<file path="src/rtl/mac_accum_if.sv">
`default_nettype none
// ============================================================================
// Module      : mac_accum_if
// Description : Bus bundle for the multiply-accumulate block. It carries the
//               run control (start/len), the product handshake
//               (prod/prod_valid/prod_ready) and the result/status outputs.
//               master modport : the producer / controller side
//               slave modport  : the mac_accum side
// Parameters  : ACC_W - accumulator and result width (8..16)
// Revision    : 1.0 - initial release
// ============================================================================
interface mac_accum_if #(
  parameter int ACC_W = 10
) ();

  logic             start;
  logic [3:0]       len;
  logic [6:0]       prod;
  logic             prod_valid;
  logic             prod_ready;
  logic [ACC_W-1:0] acc_out;
  logic             busy;
  logic             done;
  logic             ovf;

  modport master (
    output start, len, prod, prod_valid,
    input  prod_ready, acc_out, busy, done, ovf
  );

  modport slave (
    input  start, len, prod, prod_valid,
    output prod_ready, acc_out, busy, done, ovf
  );

endinterface
`default_nettype wire

</file>
<file path="src/rtl/mac_accum.sv">
`default_nettype none
// ============================================================================
// Module      : mac_accum
// Description : Accumulates a run of unsigned 7-bit products from a 4x3
//               multiplier stage. A run is started from IDLE with a length
//               (0 encodes 16); each accepted product is added to the
//               accumulator, and after the last one the block spends one
//               cycle in DONE pulsing done before returning to IDLE.
//
// Ports       : clk             - clock, rising edge
//               rst_n           - asynchronous active-low reset
//               bus.start       - begin a run (sampled in IDLE only)
//               bus.len         - run length, 0 means 16
//               bus.prod        - product, 0..105
//               bus.prod_valid  - prod is valid
//               bus.prod_ready  - block accepts prod (high in ACC)
//               bus.acc_out     - accumulator value
//               bus.busy        - high in ACC and DONE
//               bus.done        - one-cycle completion pulse
//               bus.ovf         - sticky overflow flag of the current run
//
// Options     : MAC_ACCUM_SAT_EN - when defined the accumulator saturates at
//               2^ACC_W-1 on overflow; otherwise it wraps modulo 2^ACC_W.
// Parameters  : ACC_W - accumulator width, legal range 8..16
// Revision    : 1.0 - initial release
// ============================================================================
module mac_accum #(
  parameter int ACC_W = 10
) (
  input wire        clk,
  input wire        rst_n,
  mac_accum_if.slave bus
);

  typedef enum logic [1:0] {
    S_IDLE = 2'd0,
    S_ACC  = 2'd1,
    S_DONE = 2'd2
  } state_t;

  localparam logic [ACC_W-1:0] ACC_MAX = '1;

  state_t           state_q, state_d;
  logic [ACC_W-1:0] acc_q,   acc_d;
  logic [4:0]       count_q, count_d;   // must hold 16
  logic             ovf_q,   ovf_d;

  logic             xfer;
  logic [ACC_W:0]   sum;
  logic             carry;

  // Datapath: one extra bit on the adder exposes the carry out of the MSB.
  always_comb begin
    xfer  = (state_q == S_ACC) && bus.prod_valid;
    sum   = {1'b0, acc_q} + {{(ACC_W - 6){1'b0}}, bus.prod};
    carry = sum[ACC_W];
  end

  always_comb begin
    state_d = state_q;
    acc_d   = acc_q;
    count_d = count_q;
    ovf_d   = ovf_q;

    case (state_q)
      S_IDLE: begin
        if (bus.start) begin
          acc_d   = '0;
          ovf_d   = 1'b0;
          count_d = (bus.len == 4'd0) ? 5'd16 : {1'b0, bus.len};
          state_d = S_ACC;
        end
      end

      S_ACC: begin
        if (xfer) begin
          count_d = count_q - 5'd1;
          ovf_d   = ovf_q | carry;
`ifdef MAC_ACCUM_SAT_EN
          // Once clamped at the maximum, any further non-zero product
          // carries again, so the value stays pinned for the rest of the run.
          acc_d   = carry ? ACC_MAX : sum[ACC_W-1:0];
`else
          acc_d   = sum[ACC_W-1:0];
`endif
          // Leaving on the same edge as the final accumulate keeps the
          // done pulse exactly one cycle after the last product.
          if (count_q == 5'd1) begin
            state_d = S_DONE;
          end
        end
      end

      S_DONE: begin
        state_d = S_IDLE;
      end

      default: begin
        state_d = S_IDLE;
      end
    endcase
  end

  always_ff @(posedge clk or negedge rst_n) begin
    if (!rst_n) begin
      state_q <= S_IDLE;
      acc_q   <= '0;
      count_q <= '0;
      ovf_q   <= 1'b0;
    end else begin
      state_q <= state_d;
      acc_q   <= acc_d;
      count_q <= count_d;
      ovf_q   <= ovf_d;
    end
  end

  // All status outputs decode directly from registers, so reset forces
  // them low immediately.
  assign bus.prod_ready = (state_q == S_ACC);
  assign bus.busy       = (state_q != S_IDLE);
  assign bus.done       = (state_q == S_DONE);
  assign bus.acc_out    = acc_q;
  assign bus.ovf        = ovf_q;

endmodule
`default_nettype wire
</file>
<file path="src/flat_wrapper.sv">
// flat-port wrapper written by rule: the top's interface ports become plain ports
module mac_accum_flat 
#(
  parameter int ACC_W = 10
)
  (clk, rst_n, bus_start, bus_len, bus_prod, bus_prod_valid, bus_prod_ready, bus_acc_out, bus_busy, bus_done, bus_ovf);
  mac_accum_if #(.ACC_W(ACC_W)) bus_i ();
  input wire clk;
  input wire rst_n;
  input wire logic [$bits(bus_i.start)-1:0] bus_start;
  input wire logic [$bits(bus_i.len)-1:0] bus_len;
  input wire logic [$bits(bus_i.prod)-1:0] bus_prod;
  input wire logic [$bits(bus_i.prod_valid)-1:0] bus_prod_valid;
  output wire logic [$bits(bus_i.prod_ready)-1:0] bus_prod_ready;
  output wire logic [$bits(bus_i.acc_out)-1:0] bus_acc_out;
  output wire logic [$bits(bus_i.busy)-1:0] bus_busy;
  output wire logic [$bits(bus_i.done)-1:0] bus_done;
  output wire logic [$bits(bus_i.ovf)-1:0] bus_ovf;
  assign bus_i.start = bus_start;
  assign bus_i.len = bus_len;
  assign bus_i.prod = bus_prod;
  assign bus_i.prod_valid = bus_prod_valid;
  assign bus_prod_ready = bus_i.prod_ready;
  assign bus_acc_out = bus_i.acc_out;
  assign bus_busy = bus_i.busy;
  assign bus_done = bus_i.done;
  assign bus_ovf = bus_i.ovf;
  mac_accum #(.ACC_W(ACC_W)) u_core (.clk(clk), .rst_n(rst_n), .bus(bus_i));
endmodule
</file>
<file path="config.mk">
export PLATFORM = sky130hd
export DESIGN_NAME = mac_accum_flat
export DESIGN_NICKNAME = d
export VERILOG_FILES = /design/src/rtl/mac_accum_if.sv /design/src/rtl/mac_accum.sv /design/src/flat_wrapper.sv
export SDC_FILE = /design/constraint.sdc
export NUM_CORES = 1
export LEC_CHECK = 0
export CAP_MARGIN = 20
export CORE_MARGIN = 5
export CORE_UTILIZATION = 45
export CTS_CLUSTER_SIZE = 28
export DETAILED_ROUTE_END_ITERATION = 6
export GPL_ROUTABILITY_DRIVEN = 0
export PLACE_DENSITY_LB_ADDON = 0.12
export SYNTH_ARGS = -nofsm -noshare
export SYNTH_HDL_FRONTEND = slang
export SYNTH_SLANG_ARGS = --single-unit
</file>
<file path="constraint.sdc">
create_clock -name clk -period 3.4 [get_ports clk]
set_clock_uncertainty 0.2 [all_clocks]
set_input_delay 0.34 -clock clk [delete_from_list [all_inputs] [get_ports clk]]
set_output_delay 0.34 -clock clk [all_outputs]
set_load 0.05 [all_outputs]
</file>
---- Word level (Yosys, flattened, before mapping) ----
Index checks and enable logic that the tools add are counted.
storage, ports and cells
  flip-flop bits (word level) ............. 18
  input bits .............................. 15
  output and inout port bits .............. 14
  word-level logic and storage cells ...... 34
operators by class
  add/subtract/negate cells ............... 2
  equal/unequal tests ..................... 6
  mux-type cells .......................... 14
  bitwise operators ....................... 1
  reduce and logical (&&, ||, !) cells .... 7
operators with widths
  cell                 count
  $mux 10              2
  $pmux 10 s2          1
  $mux 5               3
  $add 10x7->11        1
  $pmux 5 s2           1
  $mux 2               3
  $reduce_and 3->1     2
  $eq 5x1->1 const B   1
  $sub 5x1->5 const B  1
  $logic_not 4->1      1
  $ne 2x1->1 const B   2
  $pmux 2 s2           1
  $reduce_bool 2->1    2
  $eq 2x1->1 const B   1
  $eq 2x2->1 const B   1
  $logic_not 2->1      1
  $mux 1               2
  $ne 2x2->1 const B   1
  $pmux 1 s2           1
  $logic_and 1x1->1    1
  $or 1x1->1           1

---- Logic depth before layout (Yosys ltp) ----
Gate-level depths: netlist of the first run.
  depth in word-level cells ............... 4
  depth in mapped cells ................... 9
  depth with buffers taken out ............ 8

---- Least setup slack after synthesis of the first run ----
Ideal clock, no wire load.
  path type ............................... register -> register
  start point ............................. register u_core.acc_q[0] (netlist: u_core.bus.acc_out[0])
  end point ............................... register u_core.acc_q[6] (netlist: u_core.bus.acc_out[6])
  setup time .............................. 0.122 ns
  arrival time ............................ 2.170 ns
  path slack .............................. 0.908 ns
  stages on the path, launching flop included .. 9
  clock period less this slack ............ 2.492 ns
  path through ............................ dfrtp_1 > ha_1 > inv_1 > fa_1 > nor2b_4 > o31a_1 > o21a_1 > or3_1 > a32o_1
between the ends
  cells in the longest elaborated chain, start to end .. 3
RTL lines
  element                   line              RTL
  start: declaration        mac_accum.sv:44   logic [ACC_W-1:0] acc_q, acc_d;
  start signal: assignment  mac_accum.sv:107  acc_q <= '0;
  start signal: assignment  mac_accum.sv:112  acc_q <= acc_d;
  $add 10x7->11             mac_accum.sv:55   sum = {1'b0, acc_q} + {{(ACC_W - 6){1'b0}}, bus.prod};
  $mux 10                   mac_accum.sv:76   if (xfer) begin
  $pmux 10 s2               mac_accum.sv:65   case (state_q)
Every way passes these cells. The select of a mux whose other input is x is not followed.
A chain may end at the register's enable or synchronous reset.

---- Worst setup path after layout of the first run ----
  start point ............................. register u_core.state_q[1]
  end point ............................... output port bus_prod_ready
between the ends
  cells in the longest elaborated chain, start to end .. 1
RTL lines
  element                   line                RTL
  start: declaration        mac_accum.sv:43     state_t state_q, state_d;
  start signal: assignment  mac_accum.sv:111    state_q <= state_d;
  $eq 2x1->1                mac_accum.sv:120    assign bus.prod_ready = (state_q == S_ACC);
  end: declaration          flat_wrapper.sv:14  output wire logic [$bits(bus_i.prod_ready)-1:0] bus_prod_ready;
Every way passes these cells.

==> results of run 1 <==
worst reg2reg max path, stage by stage, from the launching register on:
cell and delay, ns:
dfrtp_1 0.41, ha_1 0.24, inv_1 0.08, fa_1 0.23, nor2b_4 0.06, o31a_1 0.28
o21a_1 0.19, or3_1 0.30, a32o_1 0.26
path summary, 6_finish.rpt:
kind | end | slack [ns]
max in group asynchronous | u_core.bus.acc_out[1] | 2.15
max reg2reg | u_core.bus.acc_out[6] | 1.05
min in group asynchronous | u_core.bus.acc_out[6] | 0.33
max | bus_prod_ready | 0.85
min reg2reg | u_core.bus.acc_out[3] | 0.32
min | u_core.bus.acc_out[3] | 0.32
flip-flops by register name, summed over array words and instances (netlist names):
| signal | count |
|---|---|
| u_core.bus.acc_out | 10 |
| u_core.bus.ovf | 1 |
| u_core.count_q | 5 |
| u_core.state_q | 2 |
stage by stage:
stage | hold slack (ns) | area, um2 | total power [uW]
6_report | 0.320 | 1490 | 1340
5_1_grt | 0.357 | 1490 | 1450
4_1_cts | 0.327 | 1490 | 1350
3_5_place_dp | 0.309 | 1450 | 1210
3_3_place_gp | 0.292 | 1450 | 1200
2_1_floorplan | -0.156 | 1150 | 991
cells in the mapped netlist (all sizes together), types with 2 or more instances:
master,count
nor2,15
a221o,2
nand3,2
dfrtp,18
o21a,2
o2111ai,2
ha,9
xor2,4
buf,3
a21o,2
nand2,12
nor3,2
inv,8
o21ai,13
a21oi,8
or3,2
o211ai,3
a211oi,2
nor2b,3
metal layers:
| layer | global-route usage | vias to the layer above | part of all wire |
|---|---|---|---|
| met5 | 0 | - | 0 |
| met4 | 0.0557 | 0 | 0.0077 |
| met3 | 0.0255 | 2 | 0.048 |
| met2 | 0.243 | 17 | 0.48 |
| met1 | 0.200 | 482 | 0.47 |
| li1 | - | 514 | - |
cell type report:
type | count | area, um2 | share of cell area
sequential | 18 | 450 | 0.303
timing repair buffer | 28 | 280 | 0.189
clock buffer | 4 | 36.3 | 0.0244
multi-input combinational | 97 | 652 | 0.439
tap | 30 | 37.5 | 0.0253
inverter | 8 | 30.0 | 0.0202
cells by family (layout without fill, tap and decap cells):
kind of cell / count (synthesis) / count (layout) / share of synthesized area
adder cells (fa/ha/maj): 10 / 10 / 0.115
flip-flops: 18 / 18 / 0.391
AO/OA/AOI/OAI: 40 / 40 / 0.227
AND/OR/NAND/NOR: 43 / 43 / 0.193
XOR/XNOR: 4 / 4 / 0.0304
buffers and inverters: 11 / 40 / 0.0434
where the power goes:
part           internal (uW)  total, uW  switching (uW)
clock network           65.2        131            65.6
logic                    320        838             518
registers                295        369            74.0
==> metrics, run 1 <==
dpl hpwl=1950 um; CTS root buffer=clkbuf_4; fmax=between 300 and 400 MHz; clock transition at the registers of the reported paths=0.10 ns; Hold Fails Final Rpt=0; WP depth=3; starting density of the core=0.469; commonest non-fill, non-tap cell in the layout=clkdlybuf4s50_1; Buf+Inv Stages, Crit Path=2; fin. max-slew vios=0; Finish-stage setup viols=0; placed insts=about 180; Tmin final=around 2.5 ns; Power Density=899 nW/um2; CP peak stage delay=slightly above 0.8 ns; hold path startpoint=u_core.bus.acc_out[3]; clock latency on the worst-skew pair=about 0.29 ns; DIE AREA=about 3700 um2; EDFF count, synth=0; max-cap viol count=0; Primary FF master, synth=dfrtp_1; post-CTS resize count=0; final core occ=0.606; Core Area=2450 um2; first-pass GRT wire length=approximately 4200 um; Final ANT Viol Nets=0; CP delay by family, top=buffers and inverters; sequential element share of the synthesized area=0.391; Die Ht=~61 um; DRT iter0 DRCs=25; synth unique cells=37; WS Path Type=register to output port; routed vias/inst=between 5 and 6; Final #Nets=between 150 and 200; outcome=completed; Setup WS pre-CTS=roughly 0.72 ns; Yosys reg bits=18; Final period util=0.750; Post-Syn Nets=about 150; initial antenna violation count=0; buffers added on ports=28; area delta synth->final=29.0%; Rows=18; Worst Hold Class=register to register; R2R cell count=8; total clock sinks=18; synthesized area per cell=9.15 um2; cell taking the most area after synthesis=dfrtp_1; Yosys top cell area share=0.391; number of warnings issued by yosys=0; drt first pass iters=4; Max VDD drop=~0.55 mV; routed length per instance=approximately 13 um; Routed WL=approximately 2500 um; mapped cell area=about 1200 um2; Pleak=approximately 0.00065 uW; CP max stage cell=clkdlybuf4s50_1; critical path data arrival time=between 2 and 2.5 ns; setup TNS=0 ns; Crit Path Max Fanout=8; overall routing resource usage=0.150; Clock Path Buffers=2; Worst slew margin=0.434; Post-Synthesis Cells=126; hold path depth=2; CTS tree=done; CTS Buf Count=3; H-tree levels=1; vias in the first global route=968; Worst setup EP type=output port; # hold bufs at CTS=0; Setup crit start kind=register; largest cells by area after synthesis=dfrtp_1 (39%), ha_1 (9.8%), o21ai_0 (5.6%); CP startpoint=u_core.state_q[1]; via count=1015; Fillers=about 230; Residual DRC=0; Congestion Overflow GR=0; FF-to-FF Start=u_core.bus.acc_out[0]; worst slew pin tran=roughly 0.85 ns; ANT cells=0; chip width=between 60 and 70 um; Setup Buffers After CTS=0; unrepaired setup endpoints after global routing=false; pin count of the biggest net entering global routing=19; most frequent cells in the layout=clkdlybuf4s50_1 (28), dfrtp_1 (18), nor2_1 (13), o21ai_0 (13), nand2_1 (12); non-filler cells, final=between 150 and 200; io pins=29; cells along the critical path=nand2b_1 -> inv_2 -> clkdlybuf4s50_1; fraction of layout cells with a size suffix above 1=0.0645; WP data required=about 2.9 ns; Worst Slack Setup Final=0.851 ns; Post-synth ARST share=1.00
No activity file was read; power rests on OpenSTA's default activity.
==> inputs of run 2 (changes only) <==
clock period = 2.41 ns   (was 3.4 ns; I/O delays follow)
==> metrics, run 2 (synthesis gave the netlist of run 1 again) <==
Tmin final=2.28 ns; Core Area=around 2500 um2; setup TNS=0 ns; clock transition at the registers of the reported paths=roughly 0.11 ns; outcome=completed; Routed WL=roughly 2700 um; initial antenna violation count=0; starting density of the core=0.469; Clock Path Buffers=2; Final ANT Viol Nets=0; Residual DRC=0; total clock sinks=18; CP peak stage delay=approximately 0.43 ns; unrepaired setup endpoints after global routing=false; Worst Hold Class=primary input to async pin; worst slew pin tran=roughly 0.5 ns; first-pass GRT wire length=about 4400 um; Final #Nets=between 150 and 200; most frequent cells in the layout=clkdlybuf4s50_1 (27), dfrtp_1 (17), nor2_1 (13), o21ai_0 (13), nand2_1 (12); Rows=18; WP data required=2.40 ns; Congestion Overflow GR=0; overall routing resource usage=0.156; clock latency on the worst-skew pair=between 0.2 and 0.3 ns; fmax=approximately 440 MHz; Total Power=~1900 uW; Power Density=1270 nW/um2; area delta synth->final=33.2%; chip width=a little over 60 um; DIE AREA=around 3700 um2; Setup crit start kind=register; ANT cells=0; commonest non-fill, non-tap cell in the layout=clkdlybuf4s50_1; CTS tree=done; Max VDD drop=just under 0.8 mV; Hold Fails Final Rpt=0; CTS root buffer=clkbuf_4; io pins=29; dpl hpwl=roughly 2100 um; Buf+Inv Stages, Crit Path=1; Pleak=between 0.0006 and 0.0007 uW; Worst setup EP type=register; number of flip-flops under the largest register name=10; CP delay by family, top=compound AO/OA/AOI/OAI gates; routed vias/inst=roughly 5.5; pin count of the biggest net entering global routing=19; Finish-stage setup viols=0; max-cap viol count=0; Worst slew margin=0.658; Crit Path Max Fanout=3; critical path data arrival time=2.27 ns; via count=~1.1k; # hold bufs at CTS=0; vias in the first global route=1038; Final period util=0.945; routed length per instance=between 10 and 15 um; fraction of layout cells with a size suffix above 1=0.124; DRT iter0 DRCs=11; H-tree levels=1; Die Ht=60.6 um; buffers added on ports=28; CTS Buf Count=3; cells along the critical path=ha_2 -> inv_1 -> fa_2 -> nor2b_4 -> o31a_1 -> o21a_1 -> or3_1 -> a32o_1; CP max stage cell=dfrtp_2; drt first pass iters=4; WS Path Type=register to register; fin. max-slew vios=0
run 2: metrics by stage:
step / utilization / instances / worst slack, ns / instance area [um2] / hold slack, ns
global placement: 0.609 / 187 / -0.0490 / 1490 / 0.295
floorplan: - / 126 / 0.00459 / 1150 / -0.255
global route: 0.625 / 191 / 0.0259 / 1540 / 0.0808
CTS: 0.623 / 191 / 0.111 / 1530 / 0.0759
finish: 0.625 / 191 / 0.133 / 1540 / 0.0688
detailed placement: 0.609 / 187 / -0.109 / 1490 / 0.307
run 2: path summary, 6_finish.rpt:
| kind | depth (start not counted) | slack, ns | end | startpoint |
|---|---|---|---|---|
| worst max-delay path | 8 | 0.13 | u_core.bus.acc_out[6] | u_core.bus.acc_out[0] |
| worst min-delay path | 2 | 0.07 | u_core.bus.acc_out[4] | rst_n |
| worst max register to register | 8 | 0.13 | u_core.bus.acc_out[6] | u_core.bus.acc_out[0] |
| worst min register to register | 2 | 0.33 | u_core.bus.ovf | u_core.bus.ovf |
| max in group asynchronous | 2 | 1.73 | u_core.bus.acc_out[0] | rst_n |
| min in group clk | 2 | 0.33 | u_core.bus.ovf | u_core.bus.ovf |
run 2: final cells by class:
type | instances | area (um2)
Inverter | 8 | 30.0
Tap cell | 30 | 37.5
Sequential cell | 18 | 452
Timing Repair Buffer | 34 | 323
Multi-Input combinational cell | 97 | 657
Clock buffer | 4 | 36.3
Fill cell | 215 | 920
run 2: power breakdown:
| part | total [uW] | switching (uW) | internal, uW |
|---|---|---|---|
| clock network | 189 | 96.6 | 92.0 |
| registers | 525 | 108 | 417 |
| logic | 1240 | 748 | 488 |
run 2: what timing repair did:
action                                  CTS  global route
hold endpoints to repair                  0             0
buffers inserted                          0             0
endpoints found under the setup margin    0             1
gates resized for setup                   0             2
run 2: metal layers:
layer / share of wire / wire length, um / track usage
met5: 0 / 0 / 0
met4: 0.0064 / 17 / 0.0557
met3: 0.044 / 118 / 0.0213
met2: 0.51 / 1350 / 0.284
met1: 0.44 / 1190 / 0.186
run 2: worst register-to-register path: cells and delay by family (launching register included):
family / cells / cell delay (ns)
compound gates: 3 / 0.70
flops: 1 / 0.43
fa+ha+maj: 2 / 0.43
simple gates: 2 / 0.35
buf+inv: 1 / 0.07
